<file path="config.mk">
export PLATFORM = sky130hd
export DESIGN_NAME = mem_port_arbiter
export DESIGN_NICKNAME = d
export VERILOG_FILES = /design/src/rtl/mem_port_arbiter.sv
export SDC_FILE = /design/constraint.sdc
export NUM_CORES = 1
export LEC_CHECK = 0
export BUFFER_PORTS_ARGS = -buffer_cell sky130_fd_sc_hd__buf_2
export CORE_AREA = 10 10 202 204
export CTS_CLUSTER_SIZE = 28
export DETAILED_ROUTE_END_ITERATION = 10
export DIE_AREA = 0 0 212 214
export GPL_TIMING_DRIVEN = 0
export HOLD_SLACK_MARGIN = 0.06
export REMOVE_ABC_BUFFERS = 1
export SYNTH_ARGS = -nofsm -noshare
export SYNTH_HDL_FRONTEND = slang
export SYNTH_SLANG_ARGS = --single-unit
</file>
<file path="constraint.sdc">
create_clock -name clk -period 1.82 [get_ports clk]
set_clock_uncertainty 0.15 [all_clocks]
set_input_delay 0.182 -clock clk [delete_from_list [all_inputs] [get_ports clk]]
set_output_delay 0.182 -clock clk [all_outputs]
set_load 0.05 [all_outputs]
</file>
<file path="src/rtl/mem_port_arbiter.sv">
// rtl/mem_port_arbiter.sv - shared memory port arbiter between instruction fetch and load/store unit
//
// Purpose:
//   Grants the single memory port to IF or LSU, one outstanding transaction
//   at a time. The transaction is sequenced with a req/ready/rvalid handshake,
//   and the response is routed back to the requester that owns it.
//   LSU wins ties because it carries the older instruction.
//
// Optional feature macro: ARB_STARVE_GUARD_EN
//   When defined, a counter tracks consecutive LSU grants made while IF waits.
//   After STARVE_LIMIT such grants, IF receives the next grant.
//
// Ports:
//   clk, rst                      clock, synchronous active-high reset
//   if_req/if_addr                fetch request (held until if_valid)
//   if_rdata/if_valid             fetch response, one-cycle pulse
//   lsu_req/we/addr/wdata/wmask   data request (held until lsu_valid)
//   lsu_rdata/lsu_valid           data response, one-cycle pulse (loads and stores)
//   mem_req/we/addr/wdata/wmask   memory request, driven from latched fields only
//   mem_ready                     memory accepts the request this cycle
//   mem_rvalid/mem_rdata          memory response
//   stall_if/stall_lsu            pipeline stall requests

module mem_port_arbiter #(
  parameter int ADDR_W       = 64,
  parameter int DATA_W       = 64,
  parameter int STARVE_LIMIT = 4
) (
  input  logic                clk,
  input  logic                rst,
  input  logic                if_req,
  input  logic [ADDR_W-1:0]   if_addr,
  output logic [DATA_W-1:0]   if_rdata,
  output logic                if_valid,
  input  logic                lsu_req,
  input  logic                lsu_we,
  input  logic [ADDR_W-1:0]   lsu_addr,
  input  logic [DATA_W-1:0]   lsu_wdata,
  input  logic [DATA_W/8-1:0] lsu_wmask,
  output logic [DATA_W-1:0]   lsu_rdata,
  output logic                lsu_valid,
  output logic                mem_req,
  output logic                mem_we,
  output logic [ADDR_W-1:0]   mem_addr,
  output logic [DATA_W-1:0]   mem_wdata,
  output logic [DATA_W/8-1:0] mem_wmask,
  input  logic                mem_ready,
  input  logic                mem_rvalid,
  input  logic [DATA_W-1:0]   mem_rdata,
  output logic                stall_if,
  output logic                stall_lsu
);

  localparam int MASK_W = DATA_W / 8;

  if (STARVE_LIMIT < 1) begin : g_bad_starve_limit
    $error("mem_port_arbiter: STARVE_LIMIT must be at least 1");
  end

  typedef enum logic [1:0] {
    S_IDLE  = 2'd0,
    S_ISSUE = 2'd1,
    S_WAIT  = 2'd2
  } state_t;

  state_t              r_state;
  state_t              w_state_nxt;
  logic                r_owner_lsu;
  logic                r_we;
  logic [ADDR_W-1:0]   r_addr;
  logic [DATA_W-1:0]   r_wdata;
  logic [MASK_W-1:0]   r_wmask;

  logic                w_grant_lsu;
  logic                w_grant_if;
  logic                w_complete;
  logic                w_force_if;
  logic                w_done;

  // Next-state and grant decision
  always_comb begin
    w_state_nxt = r_state;
    w_grant_lsu = 1'b0;
    w_grant_if  = 1'b0;
    w_complete  = 1'b0;
    case (r_state)
      S_IDLE: begin
        if (lsu_req && !w_force_if) begin
          w_grant_lsu = 1'b1;
          w_state_nxt = S_ISSUE;
        end else if (if_req) begin
          w_grant_if  = 1'b1;
          w_state_nxt = S_ISSUE;
        end
      end
      S_ISSUE: begin
        // rvalid without ready here is a stale response and is ignored
        if (mem_ready) begin
          if (mem_rvalid) begin
            w_complete  = 1'b1;
            w_state_nxt = S_IDLE;
          end else begin
            w_state_nxt = S_WAIT;
          end
        end
      end
      S_WAIT: begin
        if (mem_rvalid) begin
          w_complete  = 1'b1;
          w_state_nxt = S_IDLE;
        end
      end
      default: w_state_nxt = S_IDLE;
    endcase
  end

  // State and latched request fields
  always_ff @(posedge clk) begin
    if (rst) begin
      r_state     <= S_IDLE;
      r_owner_lsu <= 1'b0;
      r_we        <= 1'b0;
      r_addr      <= '0;
      r_wdata     <= '0;
      r_wmask     <= '0;
    end else begin
      r_state <= w_state_nxt;
      if (w_grant_lsu) begin
        r_owner_lsu <= 1'b1;
        r_we        <= lsu_we;
        r_addr      <= lsu_addr;
        r_wdata     <= lsu_wdata;
        r_wmask     <= lsu_wmask;
      end else if (w_grant_if) begin
        r_owner_lsu <= 1'b0;
        r_we        <= 1'b0;
        r_addr      <= if_addr;
        r_wdata     <= '0;
        r_wmask     <= '0;
      end
    end
  end

`ifdef ARB_STARVE_GUARD_EN
  localparam int                CNT_W = $clog2(STARVE_LIMIT + 1);
  localparam logic [CNT_W-1:0]  LIMIT = CNT_W'(STARVE_LIMIT);

  logic [CNT_W-1:0] r_starve_cnt;

  // Only force IF when it is actually waiting; otherwise LSU keeps priority
  assign w_force_if = if_req && (r_starve_cnt == LIMIT);

  always_ff @(posedge clk) begin
    if (rst) begin
      r_starve_cnt <= '0;
    end else if (w_grant_if) begin
      r_starve_cnt <= '0;
    end else if ((r_state == S_IDLE) && !if_req) begin
      r_starve_cnt <= '0;
    end else if (w_grant_lsu && if_req && (r_starve_cnt != LIMIT)) begin
      r_starve_cnt <= r_starve_cnt + 1'b1;
    end
  end
`else
  assign w_force_if = 1'b0;
`endif

  // Outputs are masked during rst so a transaction cut off by reset
  // never leaks a request or a completion pulse.
  assign w_done    = w_complete & ~rst;
  assign mem_req   = (r_state == S_ISSUE) & ~rst;
  assign mem_we    = mem_req & r_we;
  assign mem_addr  = mem_req ? r_addr  : '0;
  assign mem_wdata = mem_req ? r_wdata : '0;
  assign mem_wmask = mem_req ? r_wmask : '0;

  assign if_valid  = w_done & ~r_owner_lsu;
  assign lsu_valid = w_done &  r_owner_lsu;
  assign if_rdata  = if_valid  ? mem_rdata : '0;
  assign lsu_rdata = lsu_valid ? mem_rdata : '0;

  assign stall_if  = if_req  & ~if_valid  & ~rst;
  assign stall_lsu = lsu_req & ~lsu_valid & ~rst;

endmodule

</file>
==> results of run 1 <==
-- stage by stage --
stage               hold WS, ns  total power, mW  cell area (um2)
floorplan                0.1044            4.973             7184
CTS                     0.06555            11.47            16880
finish                  0.09331            11.63            17840
global placement         0.2673            5.890            10480
global route             0.1029            12.09            17830
detailed placement       0.2735            6.108            10820
-- synthesized netlist by cell type --
| cell | number | share of area (%) |
|---|---|---|
| nand2_1 | 1 | 0.049 |
| dfxtp_1 | 140 | 37 |
| clkbuf_1 | 54 | 2.7 |
| nor4b_4 | 1 | 0.31 |
| buf_1 | 5 | 0.25 |
| o21ai_0 | 64 | 4.2 |
| nor2b_2 | 1 | 0.12 |
| nor2_1 | 137 | 6.8 |
| inv_2 | 1 | 0.049 |
| buf_4 | 3 | 0.30 |
| and2_1 | 266 | 22 |
| a21oi_2 | 1 | 0.12 |
| nand2b_1 | 1 | 0.082 |
| mux2i_1 | 1 | 0.13 |
| o41ai_1 | 2 | 0.23 |
| o311ai_0 | 2 | 0.23 |
| o21a_1 | 1 | 0.099 |
| inv_1 | 65 | 3.2 |
| a22oi_1 | 73 | 7.2 |
| clkbuf_2 | 5 | 0.33 |
| ha_1 | 3 | 0.49 |
| a21oi_1 | 65 | 4.3 |
| nand3b_1 | 1 | 0.099 |
| nor3b_1 | 3 | 0.30 |
| a22o_1 | 63 | 7.3 |
| nor4_4 | 1 | 0.28 |
| nor2b_1 | 2 | 0.16 |
| o21ai_1 | 1 | 0.066 |
| buf_2 | 29 | 1.9 |
-- state kept, by name (all words and copies together) (netlist names) --
| register | cells |
|---|---|
| r_addr | 64 |
| r_wdata | 64 |
| r_wmask | 8 |
| r_state | 2 |
| r_owner_lsu | 1 |
| r_we | 1 |
-- per-layer routing --
metal | wire length [um] | up-vias | track usage [%]
met4 | 1930 | 0 | 10.02
li1 | - | 4841 | -
met3 | 4248 | 109 | 6.431
met5 | 0 | - | 0
met2 | 27180 | 536 | 37.18
met1 | 17850 | 5171 | 21.14
-- cell type report --
cell class | count | area (um2) | area share, %
multi-input combinational | 692 | 4810 | 26.96
timing repair buffer | 842 | 8707 | 48.81
sequential | 140 | 2808 | 15.74
tap | 474 | 593.1 | 3.325
clock inverter | 11 | 191.4 | 1.073
inverter | 66 | 252.7 | 1.417
antenna | 10 | 25.02 | 0.1403
clock buffer | 21 | 450.4 | 2.525
-- cells by family (layout without fill, tap and decap cells) --
| logic type | count (synthesis) | in the layout |
|---|---|---|
| simple gates | 414 | 415 |
| compound gates | 272 | 273 |
| buf+inv | 162 | 940 |
| flops | 140 | 140 |
| fa+ha+maj | 3 | 3 |
| mux | 1 | 1 |
| other cells | 0 | 10 |
-- power by group --
part | internal [mW] | leakage, nW | switching, mW | total (mW)
registers | 3.43 | 1.16 | 0.194 | 3.63
clock network | 2.47 | 0.315 | 1.44 | 3.91
logic | 2.02 | 6.96 | 2.07 | 4.09
-- worst paths after layout --
check	startpoint	to	slack, ns	cells past startpoint
min reg2reg	r_wdata[8]$_SDFFE_PP0P_	r_wdata[8]$_SDFFE_PP0P_	0.35	2
max	r_state[0]$_SDFFE_PP0P_	if_rdata[32]	-0.87	10
max reg2reg	r_state[0]$_SDFFE_PP0P_	r_state[1]$_SDFFE_PP0P_	-0.20	7
min	if_addr[46]	r_addr[46]$_SDFFE_PP0P_	0.09	4
-- repair_timing --
action	4_1_cts	5_1_grt
setup endpoints to repair	410	376
setup buffers	50	12
endpoints found under the hold margin	139	0
hold buffers	202	0
pin swaps	19	22
resized for setup	724	289
gates cloned	28	4
-- worst max-delay path: stages, from the launching register on --
cell and delay, ns:
dfxtp_4 0.37, buf_4 0.12, ha_4 0.16, a21oi_4 0.07
buf_4 0.14, nor4_4 0.31, buf_4 0.19, buf_4 0.11
buf_6 0.14, and2_4 0.17, buf_8 0.15
==> impl_metrics.toml, run 1 <==
[run_status]
status = "complete, but fails checks"
violations = "setup timing"

[cells_and_area]
finalNonFillerCells = 2256
synthToLayoutAreaGrowth_pct = 134.7
fin_util_pct = 48.15
mostFrequentLayoutCell = "buf_2"
nFillCells = 3147
layout_common_cells = "buf_2, and2_4, dlygate4sd3_1, buf_8, dfxtp_1"
nets = 2033
drive_above_1_share_pct = 51.35

[timing]
fmax_mhz = 371.8
tns_ns = -185.36
worstMarginPinSlew_ns = 1.024
slew_viol_final = 0
maxSlewHeadroom_pct = 31.72
fin_crit_ns = 2.690
setup_violations = 306
period_share_pct = 147.8
hold_violations = 0
layout_setup_ws_ns = -0.8698
rsz0062_at_grt = "true"

[yosys]
muxShareOfSynthArea_pct = 0.1317
synthAdderAreaFrac_pct = 0.4940
synthCells = 992
synth-compound-area-share_pct = 23.71
synth_xor_area_share_pct = 0
syn_area_per_cell_um2 = 7.660
syn_area_um2 = 7599
synth_top_family_by_area = "simple AND/OR/NAND/NOR gates"
ys_ff_latch = 140
synth_cell_types = 29
synth-simple-area-share_pct = 30.07
ys_warn_count = 0
ys_seq_area_share_pct = 36.88

[clock_tree]
htreeDepth = 4
cts_buffer_depth = 2
clkTransAtPathRegs_ns = 0.07
clockRootBuffer = "clkbuf_16"
clock_sinks = 140
cts_buffers = 17
cts_tree = "built"
insertion_delay_ns = 0.43

[routing]
vias = 10660
ant_nets = 0
viasPerCell = 4.724
drtIter0Drc = 810
wl_per_cell_um = 22.70
dr.pass1.iters = 8
drc = 0
wl_mm = 51.21

[flow_run]
maxCapViolCount = 0

[pwr]
ir_drop_mv = 0.5359
p_leak_nw = 8.436
power_density_nw_per_um2 = 651.9

[critical_path]
arrival_ns = 2.36
path_class = "flop to output port"
startpoint_type = "flop"
cp_max_fo = 7
cp.required_ns = 1.49
setup.worst_path.end_class = "output port"

[floorplan]
rows = 71
die-height_um = 214
io_pins = 541
fp.dieW_um = 212
start_util_pct = 20.51
design.die.area_um2 = 45370
core_area_um2 = 37040

[grt]
grt_max_degree = 89
antenna_found_initial = 19
grt_pass1_wl_mm = 71.38
grt_pass1_vias = 11090
grt.total_usage_pct = 20.67
overflow = 0

[placement]
dp.cells = 1925
place_congestion = 0.8742
place_hpwl_mm = 29.44
place_ws_ns = -1.052
io_buffers = 540

[worst_hold_path]
hold_class = "primary input to flop"
Power figures use the tool's default switching activity.
==> run 2: changes to the inputs <==
- PLACE_DENSITY_LB_ADDON: default -> 0.1
==> impl_metrics.toml, run 2 (synthesis gave the netlist of run 1 again) <==
[clock_tree]
cts_buffer_depth = 2
insertion_delay_ns = 0.42
htreeDepth = 4
cts_buffers = 17
clkTransAtPathRegs_ns = 0.06
clock_sinks = 140
cts_tree = "built"
clockRootBuffer = "clkbuf_16"

[cells_and_area]
layout_common_cells = "buf_2, dlygate4sd3_1, and2_1, dfxtp_1, nor2_1"
finalNonFillerCells = 2213
drive_above_1_share_pct = 42.77
mostFrequentLayoutCell = "buf_2"
nets = 1990
nFillCells = 3666
synthToLayoutAreaGrowth_pct = 113.3
top_regs = "r_addr x64, r_wdata x64, r_wmask x8"

[critical_path]
cp.required_ns = 1.49
startpoint_type = "flop"
arrival_ns = 2.20
setup.worst_path.end_class = "output port"
r2r-start = "r_state[1]$_SDFFE_PP0P_"
cp_max_fo = 9
path_class = "flop to output port"
startpoint = "r_state[0]$_SDFFE_PP0P_"

[grt]
antenna_found_initial = 20
overflow = 0
grt_max_degree = 85
grt_pass1_vias = 10010
grt_pass1_wl_mm = 64.64
top_usage_layer = "met2"
grt.total_usage_pct = 18.63
met1_usage_pct = 18.03
grt_use_met2_pct = 35.13
grt_use_met3_pct = 5.861

[pwr]
ir_drop_mv = 0.4597
p_leak_nw = 7.699
power_density_nw_per_um2 = 659.2
p_total_mw = 10.68

[timing]
worstMarginPinSlew_ns = 1.075
maxSlewHeadroom_pct = 28.35
fin_crit_ns = 2.528
layout_setup_ws_ns = -0.7080
slew_viol_final = 0
hold_ws_ns = 0.08965
period_share_pct = 138.9
fmax_mhz = 395.6
tns_ns = -200.98
setup_violations = 410
hold_violations = 0
rsz0062_at_grt = "true"

[routing]
wl_mm = 47.15
dr.pass1.iters = 4
viasPerCell = 4.448
ant_nets = 0
drc = 0
wl_per_cell_um = 21.30
vias = 9844
drtIter0Drc = 442

[floorplan]
core_area_um2 = 37040
die-height_um = 214
io_pins = 541
design.die.area_um2 = 45370
start_util_pct = 20.51
rows = 71
fp.dieW_um = 212

[placement]
place_hpwl_mm = 31.00
io_buffers = 540
place_congestion = 0.8021
dp.cells = 1922

[worst_hold_path]
hold_class = "primary input to flop"
hp-start = "if_addr[26]"

[flow_run]
maxCapViolCount = 0

[run_status]
status = "complete, but fails checks"
violations = "setup timing"
## run 2: cell count changes in the layout (fill, tap and decap cells not counted), moves of 16 or more
cell / change
buf_4: +29
and2_4: -130
and2_1: +131
buf_16: -17
buf_8: -69
buf_2: +16
## run 2: path summary, 6_finish.rpt
kind	slack, ns	endpoint	cells after the start
min	0.09	r_addr[26]$_SDFFE_PP0P_	4
max	-0.71	if_rdata[1]	9
max reg2reg	-0.46	r_wdata[2]$_SDFFE_PP0P_	7
min reg2reg	0.35	r_wdata[23]$_SDFFE_PP0P_	2
## run 2: area by class of cell
cell class	count	area, um2	share of cell area, %
clock buffer	21	450.4	2.780
timing repair buffer	799	7423	45.81
multi-input combinational	692	4481	27.65
sequential	140	2810	17.34
inverter	66	252.7	1.560
antenna	11	27.53	0.1699
tap	474	593.1	3.660
clock inverter	10	166.4	1.027
## run 2: where the power goes
| part | internal [mW] | switching, mW | total, mW |
|---|---|---|---|
| Combinational | 1.52 | 1.87 | 3.38 |
| Clock | 2.33 | 1.38 | 3.71 |
| Sequential | 3.43 | 0.159 | 3.59 |
| Total | 7.27 | 3.41 | 10.7 |
## run 2: repair_timing
action / 4_1_cts / 5_1_grt
setup endpoints to repair: 410 / 410
endpoints found under the hold margin: 139 / 0
gates cloned: 5 / 16
setup buffers: 17 / 15
gates resized for setup: 453 / 264
hold buffers: 199 / 0
pin swaps: 8 / 34
## run 2: layer usage
layer,routed length [um],vias up
met3,3284,61
li1,-,4743
met1,16830,4683
met5,0,-
met2,25550,357
met4,1482,0
## run 2: critical path, stage by stage (launching register included)
cell	delay [ns]
dfxtp_4	0.37
inv_4	0.05
ha_4	0.28
nand2_8	0.06
nor4_4	0.22
buf_6	0.24
buf_12	0.13
clkbuf_16	0.13
and2_4	0.14
buf_8	0.14
## run 2: per-stage QoR
| step | cell area (um2) | setup WS, ns | utilization [%] |
|---|---|---|---|
| floorplan | 7184 | -2.411 | - |
| global placement | 10480 | -6.468 | 28.29 |
| detailed placement | 10740 | -0.8283 | 29.00 |
| CTS | 14990 | -0.6698 | 40.46 |
| global route | 16200 | -0.7884 | 43.74 |
| finish | 16200 | -0.7080 | 43.74 |
==> run 3: changes to the inputs <==
- clock period: 1.82 -> 2.1 ns (I/O delays scaled with it)
==> impl_metrics.toml, run 3 (synthesis gave the netlist of run 1 again) <==
[run_status]
status = "complete, but fails checks"
violations = "hold timing, setup timing"

[routing]
maxUsedRoutingLayer = "met4"
drtIter0Drc = 432
routed-wl-met3_mm = 3.071
dr.pass1.iters = 5
vias = 9524
ant_nets = 0
wl_per_cell_um = 20.22
viasPerCell = 4.399
drc = 0
drt-met1-wl_mm = 15.51
route.met2.wl_mm = 24.25
wl_mm = 43.77

[clock_tree]
cts_buffers = 17
clockRootBuffer = "clkbuf_16"
insertion_delay_ns = 0.42
cts_tree = "built"
cts_hold_buf = 179
clock_sinks = 140
cts_buffer_depth = 2
htreeDepth = 4
clkTransAtPathRegs_ns = 0.06

[worst_hold_path]
hold_class = "primary input to flop"

[timing]
worstMarginPinSlew_ns = 1.076
slew_viol_final = 0
hold_ws_ns = -0.03110
hold_violations = 14
fmax_mhz = 395.4
maxSlewHeadroom_pct = 28.29
layout_setup_ws_ns = -0.4288
setup_violations = 350
period_share_pct = 120.4
fin_crit_ns = 2.529
rsz0062_at_grt = "true"

[grt]
overflow = 0
grt_pass1_vias = 9923
antenna_found_initial = 19
grt.total_usage_pct = 18.34
grt_pass1_wl_mm = 63.68
grt_max_degree = 85

[cells_and_area]
drive_above_1_share_pct = 38.55
nets = 1943
mostFrequentLayoutCell = "buf_2"
postLayoutCellArea_um2 = 15090
top_regs = "r_addr x64, r_wdata x64, r_wmask x8"
layout_common_cells = "buf_2, and2_1, buf_6, dlygate4sd3_1, dfxtp_1"
synthToLayoutAreaGrowth_pct = 98.55
fin_util_pct = 40.73
finalNonFillerCells = 2165
nFillCells = 3822

[placement]
place_hpwl_mm = 31.00
place_congestion = 0.8021
dp.cells = 1922
dpl-instance-area_um2 = 10740
io_buffers = 540

[critical_path]
cp_max_fo = 24
cpPeakStageDelay_ns = 0.36
arrival_ns = 2.17
slowest_stage = "dfxtp_2"
crit_family = "buffers and inverters"
cp.required_ns = 1.74
path_class = "flop to output port"
setup.worst_path.end_class = "output port"
crit_buf_inv = 4
cpMostUsedCell = "buf_6"
path_cells = "inv_2 > ha_4 > nand2_8 > nor4b_4 > buf_6 > buf_12 > and2_1 > buf_6"
startpoint_type = "flop"

[floorplan]
start_util_pct = 20.51
design.die.area_um2 = 45370
die-height_um = 214
fp.dieW_um = 212
rows = 71
core_area_um2 = 37040
io_pins = 541

[pwr]
ir_drop_mv = 0.3950
power_density_nw_per_um2 = 593.6
p_leak_nw = 7.286

[flow_run]
maxCapViolCount = 0
-- run 3: timing repair --
item                                   in CTS  in global routing
resized for setup                         453                 86
pin swaps                                   8                  1
endpoints found under the hold margin     136                 14
setup endpoints to repair                 409                387
cloned                                      5                  1
setup buffers                              17                  0
-- run 3: area by class of cell --
cell class | instances | area, um2 | share of cell area (%)
diodes | 10 | 25.02 | 0.1659
multi-input cells | 692 | 4300 | 28.50
inverters | 66 | 247.7 | 1.642
well taps | 474 | 593.1 | 3.931
repair buffers | 752 | 6499 | 43.08
flip-flops and latches | 140 | 2805 | 18.59
clock inverters | 10 | 166.4 | 1.103
clock buffers | 21 | 450.4 | 2.986
-- run 3: final timing paths --
check,from,end,slack (ns),cells after the start
worst max-delay path,r_state[0]$_SDFFE_PP0P_,lsu_rdata[4],-0.43,8
worst min-delay path,rst,r_we$_SDFFE_PP0P_,-0.03,2
worst min register to register,r_wdata[23]$_SDFFE_PP0P_,r_wdata[23]$_SDFFE_PP0P_,0.35,2
worst max register to register,r_state[0]$_SDFFE_PP0P_,r_wdata[37]$_SDFFE_PP0P_,-0.17,7
-- run 3: metrics by stage --
stage	hold slack (ns)	power [mW]	setup WS (ns)	setup TNS [ns]
finish	-0.03110	8.955	-0.4288	-88.43
global route	-0.05252	9.453	-0.5126	-133.98
CTS	-0.06001	9.080	-0.4178	-101.17
detailed placement	0.3031	5.254	-0.5483	-125.03
global placement	0.2951	5.153	-6.188	-1462.40
floorplan	0.1324	4.310	-2.131	-563.73
-- run 3: where the power goes --
part           switching [mW]  internal (mW)  leakage (nW)
clock network            1.18           2.02         0.293
logic                    1.51           1.14          5.84
registers               0.132           2.97          1.16
total                    2.83           6.12          7.29
-- run 3: layer usage --
| layer | GRT usage [%] | vias to the layer above |
|---|---|---|
| li1 | - | 4641 |
| met1 | 17.80 | 4533 |
| met2 | 34.54 | 307 |
| met3 | 5.846 | 43 |
| met4 | 7.840 | 0 |
| met5 | 0 | - |
